==> src/rtl/uart_rx_fifo.sv <==
// Receive FIFO behind a UART core: captures each byte the core flags as available,
// acknowledges it with a one-cycle read pulse, and buffers it for the register decoder.
module uart_rx_fifo #(
  parameter int DEPTH = 16,
  parameter int AW    = 4
) (
  input  logic          clk_i,
  input  logic          rst_i,
  input  logic [7:0]    core_data_i,
  input  logic          core_avail_i,
  output logic          core_rd_o,
  input  logic          rd_i,
  input  logic          clr_i,
  input  logic [AW:0]   thresh_i,
  output logic [7:0]    data_o,
  output logic [AW:0]   count_o,
  output logic          empty_o,
  output logic          full_o,
  output logic          overrun_o,
  output logic          irq_o
);

  typedef enum logic [1:0] {IDLE, ACK, WAIT} state_t;

  localparam logic [AW:0] FULL_CNT = (AW+1)'(DEPTH);

  state_t          state, state_next;
  logic [7:0]      mem [DEPTH];
  logic [AW-1:0]   wr_ptr, rd_ptr;
  logic [AW:0]     count;
  logic            overrun;
  logic            wr_req, wr_ok, pop;

  always_comb begin
    state_next = state;
    wr_req     = 1'b0;
    unique case (state)
      IDLE: if (core_avail_i) begin
        wr_req     = 1'b1;
        state_next = ACK;
      end
      ACK:  state_next = WAIT;
      WAIT: if (!core_avail_i) state_next = IDLE;
      default: state_next = IDLE;
    endcase
  end

  // A full FIFO still accepts the byte when a pop frees a slot in the same cycle.
  assign pop   = rd_i && (count != '0);
  assign wr_ok = wr_req && ((count != FULL_CNT) || pop);

  always_ff @(posedge clk_i or negedge rst_i) begin
    if (!rst_i) begin
      state     <= IDLE;
      core_rd_o <= 1'b0;
      wr_ptr    <= '0;
      rd_ptr    <= '0;
      count     <= '0;
      overrun   <= 1'b0;
    end else begin
      state     <= state_next;
      core_rd_o <= (state_next == ACK);
      if (clr_i) begin
        wr_ptr  <= '0;
        rd_ptr  <= '0;
        count   <= '0;
        overrun <= 1'b0;
      end else begin
        if (wr_ok) wr_ptr <= wr_ptr + 1'b1;
        if (pop)   rd_ptr <= rd_ptr + 1'b1;
        case ({wr_ok, pop})
          2'b10:   count <= count + 1'b1;
          2'b01:   count <= count - 1'b1;
          default: count <= count;
        endcase
        if (wr_req && !wr_ok) overrun <= 1'b1;
      end
    end
  end

  always_ff @(posedge clk_i) begin
    if (wr_ok && !clr_i) mem[wr_ptr] <= core_data_i;
  end

  assign data_o    = mem[rd_ptr];
  assign count_o   = count;
  assign empty_o   = (count == '0);
  assign full_o    = (count == FULL_CNT);
  assign overrun_o = overrun;
  assign irq_o     = (thresh_i != '0) && (count >= thresh_i);

endmodule

==> config.mk <==
export PLATFORM = sky130hd
export DESIGN_NAME = uart_rx_fifo
export DESIGN_NICKNAME = d
export VERILOG_FILES = /design/src/rtl/uart_rx_fifo.sv
export SDC_FILE = /design/constraint.sdc
export NUM_CORES = 1
export LEC_CHECK = 0
export CORE_ASPECT_RATIO = 0.9
export CORE_MARGIN = 4
export CORE_UTILIZATION = 24
export DETAILED_ROUTE_END_ITERATION = 12
export PLACE_DENSITY_LB_ADDON = 0.15
export SLEW_MARGIN = 40
export SYNTH_ARGS = -nofsm -noshare
export SYNTH_HDL_FRONTEND = slang
export SYNTH_SLANG_ARGS = --single-unit
==> constraint.sdc <==
create_clock -name clk_i -period 2.25 [get_ports clk_i]
set_input_delay 0.675 -clock clk_i [delete_from_list [all_inputs] [get_ports clk_i]]
set_output_delay 0.675 -clock clk_i [all_outputs]
set_load 0.05 [all_outputs]
[Word level (Yosys, flattened, before mapping)]
Memories as Yosys holds them, arrays and structs flattened.
Index checks and enable logic that the tools add are counted.
Word-level totals
  register bits: 17
  bits in latches: 0
  bits in writable memories: 128
  ROM bits: 0
  output and inout port bits: 18
  word-level logic and storage cells: 50
  memories: 1
Operators by class
  add/sub/neg operators: 4
  multipliers: 0
  divide/modulo/power cells: 0
  $lt $le $gt $ge: 1
  eq/ne operators: 7
  shifts and indexed selects: 0
  multiplexer cells: 15
  bitwise logic cells: 0
  reduce and logical (&&, ||, !) cells: 16
Memories
  mem: words 16, bits a word 8, rd ports 1, clocked after Yosys merged registers in 0, wr ports 1, line 28  | logic [7:0] mem [DEPTH];
Operators with widths (number)
  2-to-1 mux 4 bit: 4
  one-hot mux 5 bit (2 select lines): 1
  nonzero test 5 bit: 2
  adder 4 x 1 -> 4 bit, second input constant: 2
  equality test 2 x 1 -> 1 bit, second input constant: 3
  2-to-1 mux 1 bit: 6
  one-hot mux 2 bit (3 select lines): 1
  nonzero test 2 bit: 3
  adder 5 x 1 -> 5 bit, second input constant: 1
  equality test 5 bit, second input constant: 1
  >= comparator 5 bit: 1
  logical AND 1 bit: 5
  zero test 5 bit: 1
  2-to-1 mux 5 bit: 1
  != test 5 bit, second input constant: 1
  subtractor 5 x 1 -> 5 bit, second input constant: 1
  equality test 2 bit, second input constant: 2
  2-to-1 mux 2 bit: 2
  nonzero test 3 bit: 1
  zero test 1 bit: 2
  zero test 2 bit: 1
  logical OR 1 bit: 1

[Logic depth before layout (Yosys ltp)]
  depth after elaboration: 8
  mapped depth: 10
  gate-level depth less buffers: 10

[Least setup slack after synthesis]
No wires, ideal clock.
  path kind: flip-flop to output port
  start point: register count[0] (netlist: count_o[0])
  end point: output port irq_o
  data arrival time: 2.222 ns
  setup slack: -0.647 ns
  cell stages (with the launch flop): 8
  path buffers: 0
  cells stage by stage: dfrtp_1 > inv_1 > ha_1 > nand2b_1 > a21oi_1 > nor2b_1 > o21ai_0 > a21oi_1
On the way
  longest elaborated chain between the ends: 2
RTL lines
  start, declared: line 30  | logic [AW:0] count;
  start signal, assigned: line 72  | 2'b10: count <= count + 1'b1;
  start signal, assigned: line 73  | 2'b01: count <= count - 1'b1;
  start signal, assigned: line 74  | default: count <= count;
  >= comparator 5 bit: line 90  | assign irq_o = (thresh_i != '0) && (count >= thresh_i);
  logical AND 1 bit: line 90
  end, declared: line 20  | output logic irq_o
No other way between the ends.

[Final worst setup path]
  start point: register rd_ptr[0]
  end point: output port data_o[7]
On the way
  longest elaborated chain between the ends: 1
RTL lines
  start, declared: line 29  | logic [AW-1:0] wr_ptr, rd_ptr;
  start signal, assigned: line 70  | if (pop) rd_ptr <= rd_ptr + 1'b1;
  memory read (16 x 8 bit)
  end, declared: line 15  | output logic [7:0] data_o,
No other way between the ends.

==> flow_summary.yaml <==
routing:
  drc: 0
  wirelength_microns: 15500
  drt_iter0_drc: 177
  wl_per_cell_microns: 19.4
  avgViaCountPerCell: 4.14
  first_pass_iters: 4
  postRouteAntennaNets: 0
  routed-via-count: 3299
pwr:
  p_int_mw: 6.37
  p_switching_mw: 2.92
  total_power_mw: 9.29
  pwr-share-comb_pct: 36.4
  p_clk_share_pct: 29.9
  seqPwrFrac_pct: 33.7
  p_leak_nw: 2.91
  ir_drop_uv: 475
  power_density_mw_per_mm2: 1100
  switching_share_pct: 31.4
timing:
  hold_viol: 0
  whs_ns: 0.507
  setup_viol: 13
  fin_crit_ns: 3.01
  setup_slack_ns: -0.764
  worst_pin_slew_ns: 0.652
  rsz0062_at_grt: "true"
  slew_viol_final: 0
  fin_crit_sh_pct: 134
  skew_ns: 0.00731
  relSlewSlack_pct: 56.4
  timing.fmax_mhz: 332
placed_design:
  port_buffers: 35
  dp_hpwl_microns: 9950
  gp_routability_congestion: 0.728
  place_ws_ns: -0.697
synth:
  synth_ff_type: "edfxtp_1"
  seq_area_frac_synth_pct: 69.6
  yosys-top-cells-area: "edfxtp_1 63%, mux4_1 13%, dfrtp_1 6.9%"
  yosysWarnings: 0
  yosysUniqueCellTypes: 40
  synth_top_cell_area_share_pct: 62.7
  synth_edf_count: 128
  syn_avg_cell_area_sq_um: 19.0
  async_flop_share_pct: 11.7
  netlist_instances: 322
  yosysMostFrequentCell: "edfxtp_1"
  ys_top_cells_by_count: "128 x edfxtp_1, 39 x nor2_1, 30 x mux4_1"
  synth_top_cell_by_area: "edfxtp_1"
  syn_nets: 354
  ys_ff_latch: 145
  syn_area_sq_mm: 0.00613
setup_path:
  worstPathRequired_ns: 1.57
  r2r_slack_ns: -0.19
  cp-end-kind: "output pin"
  critPathCapture: "data_o[7]"
  startpoint: "rd_ptr[0]"
  reg2reg_from: "count_o[1]"
  worstRegToRegCells: 11
  critPathLaunchType: "register"
  worstSetupPathType: "register to output pin"
  cp.arrival_ns: 2.34
  cp_max_fo: 5
  rr_endpoint: "count_o[4]"
clocking:
  clk_latency_ns: 0.42
  htree_levels: 4
  cts_num_sinks: 145
  cts.path.max_buffers: 2
  cts_made_buffers: 17
  path_clk_slew_ns: 0.06
  cts_root_buf: "clkbuf_16"
  tritoncts: "done"
die:
  rows: 55
  die_area_sq_mm: 0.0282
  die_h_microns: 160
  io_pins: 36
  start_util_pct: 24.4
  core-area_sq_mm: 0.0252
  die_w_microns: 177
grt:
  grt_pass1_wl_microns: 23100
  grt_max_degree: 23
  grt_use_total_pct: 11.4
  grt_overflow_total: 0
  grt_pass1_vias: 3468
  antenna_found_initial: 0
hold_path:
  hold_path_depth: 1
  hp-class: "register to register"
final_layout:
  antenna_cells: 0
  nets: 474
  multi_input_area_sq_mm: 0.00187
  drive_gt1_share_pct: 46.8
  n_fill_cell: 2454
  seq_area_sq_mm: 0.00427
  area_growth_pct: 37.2
job:
  drv_cap: 0
outcome:
  violations: "negative setup slack"
  status: "finished, violations left"
## worst max-delay path, stage by stage (launching register included)
cell	delay [ns]
dfrtp_2	0.39
buf_12	0.15
buf_12	0.13
mux4_2	0.50
mux4_2	0.55
buf_8	0.18
## cells in the final DEF (no fill, tap or decap), types with 5 or more instances in the layout
cell / instances
buf_12: 13
buf_4: 60
buf_6: 16
clkbuf_16: 18
clkdlybuf4s50_1: 11
dfrtp_1: 13
dlygate4sd2_1: 6
edfxtp_1: 128
ha_1: 8
ha_4: 5
inv_1: 10
mux4_2: 37
nand2_1: 8
nor2_1: 22
nor2_2: 14
## stage by stage
step	TNS, ns	instances	cell area, sq um	utilization (%)
6_report	-6.76	797	8410	33.4
5_1_grt	-7.78	797	8410	33.4
4_1_cts	-6.91	793	8290	32.9
3_5_place_dp	-78.79	747	7430	29.5
3_3_place_gp	-80.33	747	7430	29.5
2_1_floorplan	-2.33	322	6180	-
## how the worst min path moves through the flow
stage,from,to
3_5_place_dp,state[1],state[1]
5_1_grt,state[1],state[1]
2_1_floorplan,rst_i,core_rd_o
3_3_place_gp,state[1],state[1]
6_report,state[1],state[1]
4_1_cts,state[1],state[1]
## layout make-up
| type | instances | share of cell area, % |
|---|---|---|
| multi-input combinational | 150 | 22.2 |
| tap | 342 | 5.09 |
| clock inverter | 14 | 1.84 |
| inverter | 13 | 0.610 |
| timing repair buffer | 115 | 14.4 |
| clock buffer | 18 | 5.10 |
| sequential | 145 | 50.8 |
## timing repair
action / CTS / global route
endpoints found under the setup margin: 143 / 13
hold buffers: 0 / 0
cloned: 2 / 1
buffers inserted: 13 / 5
resized for setup: 65 / 17
pin swaps: 15 / 15
## flip-flops by register name, indices dropped and copies added, names as in the netlist
register,flops
mem,128
count_o,5
rd_ptr,4
wr_ptr,4
state,2
core_rd_o,1
overrun_o,1
## cells by family after synthesis
group	after synthesis	share of synthesized area [%]
AND/OR/NAND/NOR	65	4.79
buffers and inverters	27	2.22
multiplexers	43	17.0
XOR/XNOR	9	1.29
AO/OA/AOI/OAI	19	2.10
adder cells (fa/ha/maj)	14	2.98
flip-flops	145	69.6
## power by group through the flow
stage / clock network [mW] / logic (mW) / registers (mW)
2_1_floorplan: 0 / 1.51 / 3.34
3_3_place_gp: 0 / 2.69 / 3.19
3_5_place_dp: 0 / 2.68 / 3.19
4_1_cts: 2.85 / 3.17 / 3.13
5_1_grt: 2.99 / 3.61 / 3.14
6_report: 2.78 / 3.39 / 3.13
## metal layers
layer | track usage [%] | part of all wire [%]
met2 | 17.7 | 49
met1 | 15.5 | 47
met5 | 0 | 0
met3 | 3.15 | 3.3
met4 | 3.41 | 1.0
(Power assumes the default switching activity.)
